### config.mk
export PLATFORM = sky130hd
export DESIGN_NAME = mem_port
export DESIGN_NICKNAME = d
export VERILOG_FILES = /design/src/rtl/mem_pkg.sv /design/src/rtl/mem_port.sv
export SDC_FILE = /design/constraint.sdc
export NUM_CORES = 1
export LEC_CHECK = 0
export CAP_MARGIN = 20
export CORE_ASPECT_RATIO = 1.25
export CORE_MARGIN = 3
export CORE_UTILIZATION = 53
export CTS_BUF_LIST = sky130_fd_sc_hd__clkbuf_8
export CTS_CLUSTER_SIZE = 24
export DETAILED_ROUTE_END_ITERATION = 7
export MAX_ROUTING_LAYER = met4
export PLACE_DENSITY = 0.88
export SYNTH_ARGS = -nofsm -noshare
export SYNTH_HDL_FRONTEND = slang
export SYNTH_SLANG_ARGS = --single-unit
### constraint.sdc
create_clock -name clk -period 3.9 [get_ports clk]
set_input_delay 0.585 -clock clk [delete_from_list [all_inputs] [get_ports clk]]
set_output_delay 0.585 -clock clk [all_outputs]
set_load 0.05 [all_outputs]
### src/rtl/mem_pkg.sv
// rtl/mem_pkg.sv - shared state encoding and byte-enable constants for mem_port
//
// Purpose : one-hot sequencer states and BYTE_ENABLE lane codes used by the
//           memory-side responder.
// Contents: state_t (IDLE/LO/HI/FIN), BE_WORD/BE_LO/BE_HI/BE_NONE.
package mem_pkg;

    typedef enum logic [3:0] {
        IDLE = 4'b0001,
        LO   = 4'b0010,
        HI   = 4'b0100,
        FIN  = 4'b1000
    } state_t;

    localparam logic [1:0] BE_WORD = 2'b11;
    localparam logic [1:0] BE_LO   = 2'b01;
    localparam logic [1:0] BE_HI   = 2'b10;
    localparam logic [1:0] BE_NONE = 2'b00;

endpackage

### src/rtl/mem_port.sv
// rtl/mem_port.sv - byte-wide request/acknowledge RAM port for the sequencer
//
// Purpose : accepts MAR load, read and write strobes from the decoder and runs
//           them as one or two byte transactions on an 8-bit req/ack RAM bus,
//           assembling 16-bit read data and reporting BUSY/DONE.
// Ports   :
//   clk, reset           clock, synchronous active-high reset
//   MAR_LOAD, MAR_IN     load internal MAR (ignored while BUSY)
//   RD_REQ, RAM_LOAD     start read / write (write wins if both)
//   BYTE_ENABLE          11 word, 01 low byte, 10 high byte, 00 none
//   WDATA                16-bit store data
//   RDATA                assembled read data, registered
//   DONE, BUSY           completion pulse / request in progress
//   MEM_REQ, MEM_WE,
//   MEM_ADDR, MEM_WDATA  RAM bus request side
//   MEM_RDATA, MEM_ACK   RAM bus response side
module mem_port
    import mem_pkg::*;
#(
    parameter int ADDR_W = 16
) (
    input  logic              clk,
    input  logic              reset,
    input  logic              MAR_LOAD,
    input  logic [ADDR_W-1:0] MAR_IN,
    input  logic              RD_REQ,
    input  logic              RAM_LOAD,
    input  logic [1:0]        BYTE_ENABLE,
    input  logic [15:0]       WDATA,
    output logic [15:0]       RDATA,
    output logic              DONE,
    output logic              BUSY,
    output logic              MEM_REQ,
    output logic              MEM_WE,
    output logic [ADDR_W-1:0] MEM_ADDR,
    output logic [7:0]        MEM_WDATA,
    input  logic [7:0]        MEM_RDATA,
    input  logic              MEM_ACK
);

    state_t              state_q;
    logic [ADDR_W-1:0]   mar_q;
    logic [ADDR_W-1:0]   addr_q;
    logic [1:0]          be_q;
    logic                we_q;
    logic [15:0]         wbuf_q;
    logic [15:0]         rdata_q;

    logic [ADDR_W-1:0]   eff_addr_d;
    logic                start_d;
    logic                in_lo;
    logic                in_hi;

    // A MAR load in the accept cycle is forwarded straight to the request.
    assign eff_addr_d = MAR_LOAD ? MAR_IN : mar_q;
    assign start_d    = RAM_LOAD | RD_REQ;

    always_ff @(posedge clk) begin
        if (reset) begin
            state_q <= IDLE;
            mar_q   <= '0;
            addr_q  <= '0;
            be_q    <= BE_NONE;
            we_q    <= 1'b0;
            wbuf_q  <= '0;
            rdata_q <= '0;
        end else begin
            case (state_q)
                IDLE: begin
                    if (MAR_LOAD) begin
                        mar_q <= MAR_IN;
                    end
                    if (start_d) begin
                        addr_q <= eff_addr_d;
                        be_q   <= BYTE_ENABLE;
                        we_q   <= RAM_LOAD;
                        wbuf_q <= WDATA;
                        // Clearing here leaves unread lanes of byte reads at zero.
                        if (!RAM_LOAD) begin
                            rdata_q <= '0;
                        end
                        case (BYTE_ENABLE)
                            BE_WORD, BE_LO: state_q <= LO;
                            BE_HI:          state_q <= HI;
                            default:        state_q <= FIN;
                        endcase
                    end
                end
                LO: begin
                    if (MEM_ACK) begin
                        if (!we_q) begin
                            rdata_q[7:0] <= MEM_RDATA;
                        end
                        state_q <= (be_q == BE_WORD) ? HI : FIN;
                    end
                end
                HI: begin
                    if (MEM_ACK) begin
                        if (!we_q) begin
                            rdata_q[15:8] <= MEM_RDATA;
                        end
                        state_q <= FIN;
                    end
                end
                FIN: begin
                    state_q <= IDLE;
                end
                default: begin
                    state_q <= IDLE;
                end
            endcase
        end
    end

    assign in_lo = (state_q == LO);
    assign in_hi = (state_q == HI);

    // Bus outputs come only from state and latched request data, so they stay
    // put for the whole phase however long the memory holds off MEM_ACK.
    // Outside LO/HI they are forced to zero.
    always_comb begin
        MEM_ADDR = '0;
        if (in_lo) begin
            MEM_ADDR = (be_q == BE_WORD) ? {addr_q[ADDR_W-1:1], 1'b0} : addr_q;
        end else if (in_hi) begin
            MEM_ADDR = {addr_q[ADDR_W-1:1], 1'b1};
        end
    end

    assign MEM_REQ   = in_lo | in_hi;
    assign MEM_WE    = MEM_REQ & we_q;
    assign MEM_WDATA = MEM_WE ? (in_hi ? wbuf_q[15:8] : wbuf_q[7:0]) : 8'h00;

    assign RDATA = rdata_q;
    assign DONE  = (state_q == FIN);
    assign BUSY  = (state_q != IDLE);

endmodule
# Word-level counts from Yosys, hierarchy flattened
# Index checks and enable logic that the tools add are counted.
[word_totals]
ff_bits = 71
in_bits = 48
out_inout_bits = 44
[op_classes]
n_eq_ne = 15
mux = 18
bitwise = 3
reduce_logical = 7
[ops]
columns = ["operator", "count"]
rows = [
  ["2-to-1 mux 16 bit", 5],
  ["2-to-1 mux 8 bit", 4],
  ["one-hot mux 8 bit (2 select lines)", 2],
  ["2-to-1 mux 4 bit", 4],
  ["inequality test 2 bit, second input constant", 6],
  ["one-hot mux 4 bit (3 select lines)", 1],
  ["AND reduction 5 bit", 2],
  ["one-hot mux 4 bit (2 select lines)", 1],
  ["== test 2 bit, second input constant", 3],
  ["== test 4 x 1 -> 1 bit, second input constant", 1],
  ["== test 4 x 2 -> 1 bit, second input constant", 1],
  ["== test 4 x 3 -> 1 bit, second input constant", 1],
  ["== test 4 bit, second input constant", 1],
  ["inequality test 4 x 1 -> 1 bit, second input constant", 1],
  ["nonzero test 2 bit", 2],
  ["AND reduction 3 bit", 1],
  ["== test 2 x 1 -> 1 bit, second input constant", 1],
  ["OR 1 bit", 2],
  ["AND reduction 2 bit", 1],
  ["OR reduction 2 bit", 1],
  ["bitwise AND 1 bit", 1],
  ["2-to-1 mux 1 bit", 1],
]

# Logic depth before layout (Yosys ltp)
[logic_depth]
ltp_word = 5
depth_mapped = 7
ltp_nobuf = 5

# Worst setup path after synthesis
# Ideal clock, no wire load.
[synth_timing]
path_kind = "flip-flop to output port"
from = "register state_q[1]"
to = "output MEM_ADDR[10]"
t_arrival_ns = 2.140
required_ns = 3.315
slack_ns = 1.175
stages_incl_launch_ff = 6
n_path_buf = 2
cell_sequence = "dfxtp_1 -> buf_4 -> xnor2_1 -> nor3_1 -> clkbuf_1 -> and2_1"
[synth_between]
elab_chain_cells = 3
[synth_rtl]
columns = ["element", "line", "rtl"]
rows = [
  ["start: declaration", "mem_port.sv:41", "state_t state_q;"],
  ["start signal: assignment", "mem_port.sv:94", "state_q <= (be_q == BE_WORD) ? HI : FIN;"],
  ["== test 4 x 3 -> 1 bit", "mem_port.sv:116", "assign in_hi = (state_q == HI);"],
  ["2-to-1 mux 16 bit", "mem_port.sv:125", "end else if (in_hi) begin"],
  ["2-to-1 mux 16 bit *", "mem_port.sv:123", "if (in_lo) begin"],
  ["end: declaration", "mem_port.sv:35", "output logic [ADDR_W-1:0] MEM_ADDR,"],
]
# Every way passes the cells marked *; elsewhere a longest branch is shown, timed or not.

# Worst setup path after layout
[layout_timing]
from = "register state_q[1]"
to = "output MEM_WDATA[2]"
[layout_between]
elab_chain_cells = 4
[layout_rtl]
columns = ["element", "line", "rtl"]
rows = [
  ["== test 4 x 2 -> 1 bit / == test 4 x 3 -> 1 bit (equally long branches)", "mem_port.sv:115, mem_port.sv:116", ""],
  ["OR 1 bit", "mem_port.sv:130", "assign MEM_REQ = in_lo | in_hi;"],
  ["bitwise AND 1 bit", "mem_port.sv:131", "assign MEM_WE = MEM_REQ & we_q;"],
  ["2-to-1 mux 8 bit *", "mem_port.sv:132", "assign MEM_WDATA = MEM_WE ? (in_hi ? wbuf_q[15:8] : wbuf_q[7:0]) : 8'h00;"],
  ["end: declaration", "mem_port.sv:36", "output logic [7:0] MEM_WDATA,"],
]
# Marks and branches as above.

==> results.tsv <==
stage	metric	value	unit
clocking	CTS tree	built	
timing	Fin Hold WS	455	ps
route	WL final	7.89	mm
final_layout	nets	503	
power	leakage power	1.57	nW
power	Comb pwr share	18.7	%
global_route	global route overflow	0	
die	Initial Utilization	56.2	%
die	Die ar.	6900	µm²
power	Sequential Power Share	41.7	%
global_route	largest net degree at the start of global routing	52	
die	io pins	92	
clocking	Worst-Skew Late Latency	340	ps
worst_setup_path	Max stage delay on crit path	830	ps
route	max layer used	met4	
global_route	antenna violations before repair	0	
synth	Yosys cell types	31	
synth	sequential area share after synthesis	45.2	%
route	vias per inst	5.54	
timing	Worst-Margin Slew	993	ps
route	wire per inst	15.1	µm
clocking	number of CTS-inserted buffers	9	
synth	Syn Area/Cell	8.34	µm²
synth	commonest register cell after synthesis	dfxtp_1	
power	switching power	0.544	mW
synth	Yosys Warn Count	0	
final_layout	area grow syn2layout	35.7	%
power	Switching Fraction	27.0	%
synth	synth top area cells	dfxtp_1, nand2_1, a21oi_1, a211oi_2, mux2i_1	
timing	clk_skew	6.48	ps
synth	async set or reset register ratio after synthesis	0	%
clocking	setup bufs post-CTS	0	
final_layout	fillers	402	
final_layout	Antenna Cells	0	
worst_setup_path	FF-to-FF Start	state_q[0]$_SDFFE_PP1P_	
synth	EDFF count, synth	0	
die	die width	74.9	µm
worst_setup_path	slowest CP cell	clkdlybuf4s50_1	
worst_setup_path	CP Launch Point	state_q[1]$_SDFFE_PP0P_	
clocking	# resized after CTS	0	
worst_hold_path	HP Class	flip-flop to flip-flop	
clocking	Clock transition at path regs	70	ps
synth	flops & latches, synth	71	
synth	most frequent cell after synthesis	nand2_1	
timing	fin crit period	3280	ps
timing	Slew Limit Headroom	33.8	%
route	Post-Route M1 WL	3.27	mm
synth	Post-Syn Instances	377	
worst_setup_path	CP required	3310	ps
worst_setup_path	CP endpoint	MEM_WDATA[2]	
worst_setup_path	worst reg2reg path depth	5	
worst_setup_path	CP Launch Type	flip-flop	
placed_design	Port Buffers	91	
clocking	Clock Root Buffer	clkbuf_8	
route	DRT iter0 DRCs	209	
timing	RSZ-0062 raised after global routing	no	
route	Final ANT Viol Nets	0	
synth	Commonest cells post-synth	nand2_1, dfxtp_1, a21oi_1, nor2_1, and2_1	
placed_design	routability cong.	0.851	
global_route	vias in the first global route	2899	
timing	maximum clock rate	305	MHz
die	Core Area	5590	µm²
die	row cnt	30	
placed_design	HPWL Detailed	5.28	mm
timing	endpoints failing setup	0	
final_layout	share of layout cells above drive strength 1	9.35	%
power	internal power	1.47	mW
timing	Post-Route Setup TNS	0	ps
power	maximum vdd drop	0.267	mV
route	routed length on met2	4.15	mm
worst_setup_path	crit path cell chain	xnor2_1, nor3_2, buf_4, nand2_1, a21oi_1, clkdlybuf4s50_1	
worst_setup_path	worst-path fanout max	19	
route	met3 wire len	408	µm
timing	Final Hold Fails	0	
worst_setup_path	R2R Path End	state_q[1]$_SDFFE_PP0P_	
worst_setup_path	Worst Path Arrival	2690	ps
route	drt first pass iters	4	
route	drt drc	0	
run	Max-Cap Viols	0	
synth	syn nets	425	
power	PD cells	473	nW/µm²
synth	post-synth top area cell	dfxtp_1	
clocking	deepest level of the CTS H-tree	3	
global_route	global-route wire length before repair	12.8	mm
global_route	GRT Util Overall	24.3	%
worst_setup_path	CP Capture Type	primary output	
die	Die Y	92.1	µm
worst_setup_path	kind of critical path	flip-flop to primary output	
synth	top cell type's share of synthesized area	45.2	%
power	clock power share	39.5	%
timing	Tcrit/Tclk final	84.0	%
synth	Mapped Area	3140	µm²
worst_setup_path	r2r setup slk	1560	ps
clocking	Clock Path Buffers	2	
run_status	status	finished, final reports clean	
timing	Final Max Slew Viols	0	
clocking	CTS Sinks	71	
route	vias	2905	
clocking	CTS Hold Bufs	0	
## flip-flops by register name, indices dropped and copies added, names as in the netlist
signal and count:
wbuf_q 16, RDATA 16, we_q 1, be_q 2, addr_q 16, mar_q 16
state_q 4
## power groups by stage
stage          Combinational (mW)  Sequential [mW]  Clock, mW
2_1_floorplan               0.298            0.842          0
3_3_place_gp                0.364            0.854          0
3_5_place_dp                0.375            0.858          0
4_1_cts                     0.380            0.842      0.803
5_1_grt                     0.413            0.850      0.836
6_report                    0.378            0.842      0.798
## per-layer routing
layer	vias up	track usage, %
met2	99	41.0
met1	1378	27.6
met4	0	7.72
met5	-	-
met3	6	6.03
li1	1422	-
## worst min path at each step
stage | start | end | slack, ps | depth (start not counted)
floorplan | mar_q[0]$_SDFFE_PP0N_ | mar_q[0]$_SDFFE_PP0N_ | 440 | 2
global placement | mar_q[15]$_SDFFE_PP0N_ | mar_q[15]$_SDFFE_PP0N_ | 440 | 2
detailed placement | mar_q[4]$_SDFFE_PP0N_ | mar_q[4]$_SDFFE_PP0N_ | 450 | 2
CTS | mar_q[4]$_SDFFE_PP0N_ | mar_q[4]$_SDFFE_PP0N_ | 460 | 2
global route | mar_q[1]$_SDFFE_PP0N_ | mar_q[1]$_SDFFE_PP0N_ | 470 | 2
finish | mar_q[1]$_SDFFE_PP0N_ | mar_q[1]$_SDFFE_PP0N_ | 460 | 2
## critical path, delay by kind of cell, from the launching register on
kind,cells,cell delay (ps)
buf+inv,2,1080
flops,1,540
simple gates,2,360
compound gates,1,230
xor+xnor,1,140
## cell usage in the layout, fill, tap and decap left out
master and count:
clkinvlp_4 1, nor2b_1 2, a211oi_2 15, nor2_1 20, clkbuf_8 11, dfxtp_1 71, nor3_2 1, nor3_1 2
and2_1 17, nor2_8 1, buf_4 3, nand2_1 107, clkdlybuf4s50_1 90, o211a_1 1, xnor2_1 1, mux2i_1 16
nor4b_1 2, inv_4 1, o21ai_2 1, buf_2 1, inv_1 1, nor4b_4 2, a22oi_1 1, a32oi_1 1
a21oi_1 63, o21a_1 1, a211oi_1 1, and2_2 1, o21bai_1 1, nand3_1 16, bufinv_16 4, nand2b_1 3
nand3b_2 1
## final cells by class
cell class                 instances  area (µm²)  share of cell area [%]
sequential                        71        1420                    33.3
clock buffer                      11         151                    3.55
tap                               64        80.1                    1.88
clock inverter                     5         128                    2.99
multi-input combinational        277        1550                    36.3
timing repair buffer              94         928                    21.8
inverter                           2        10.0                   0.235
## cell families (layout without fill, tap and decap cells)
logic type             after synthesis  after routing  share of synthesized area [%]
flip-flops                          71             71                           45.2
AO/OA/AOI/OAI                       85             85                           17.8
multiplexers                        16             16                           5.09
buffers and inverters               29            112                           5.73
AND/OR/NAND/NOR                    175            175                           25.9
XOR/XNOR                             1              1                          0.279
## metrics by stage
step / utilization (%) / setup slack, ps / power (mW) / cells / area (µm²)
floorplan: - / 1180 / 1.14 / 377 / 3140
global placement: 71.3 / 1130 / 1.22 / 508 / 3990
detailed placement: 71.3 / 1000 / 1.23 / 508 / 3990
CTS: 76.3 / 613 / 2.02 / 524 / 4270
global route: 76.3 / 515 / 2.10 / 524 / 4270
finish: 76.3 / 624 / 2.02 / 524 / 4270
No activity file was read; power rests on OpenSTA's default activity.
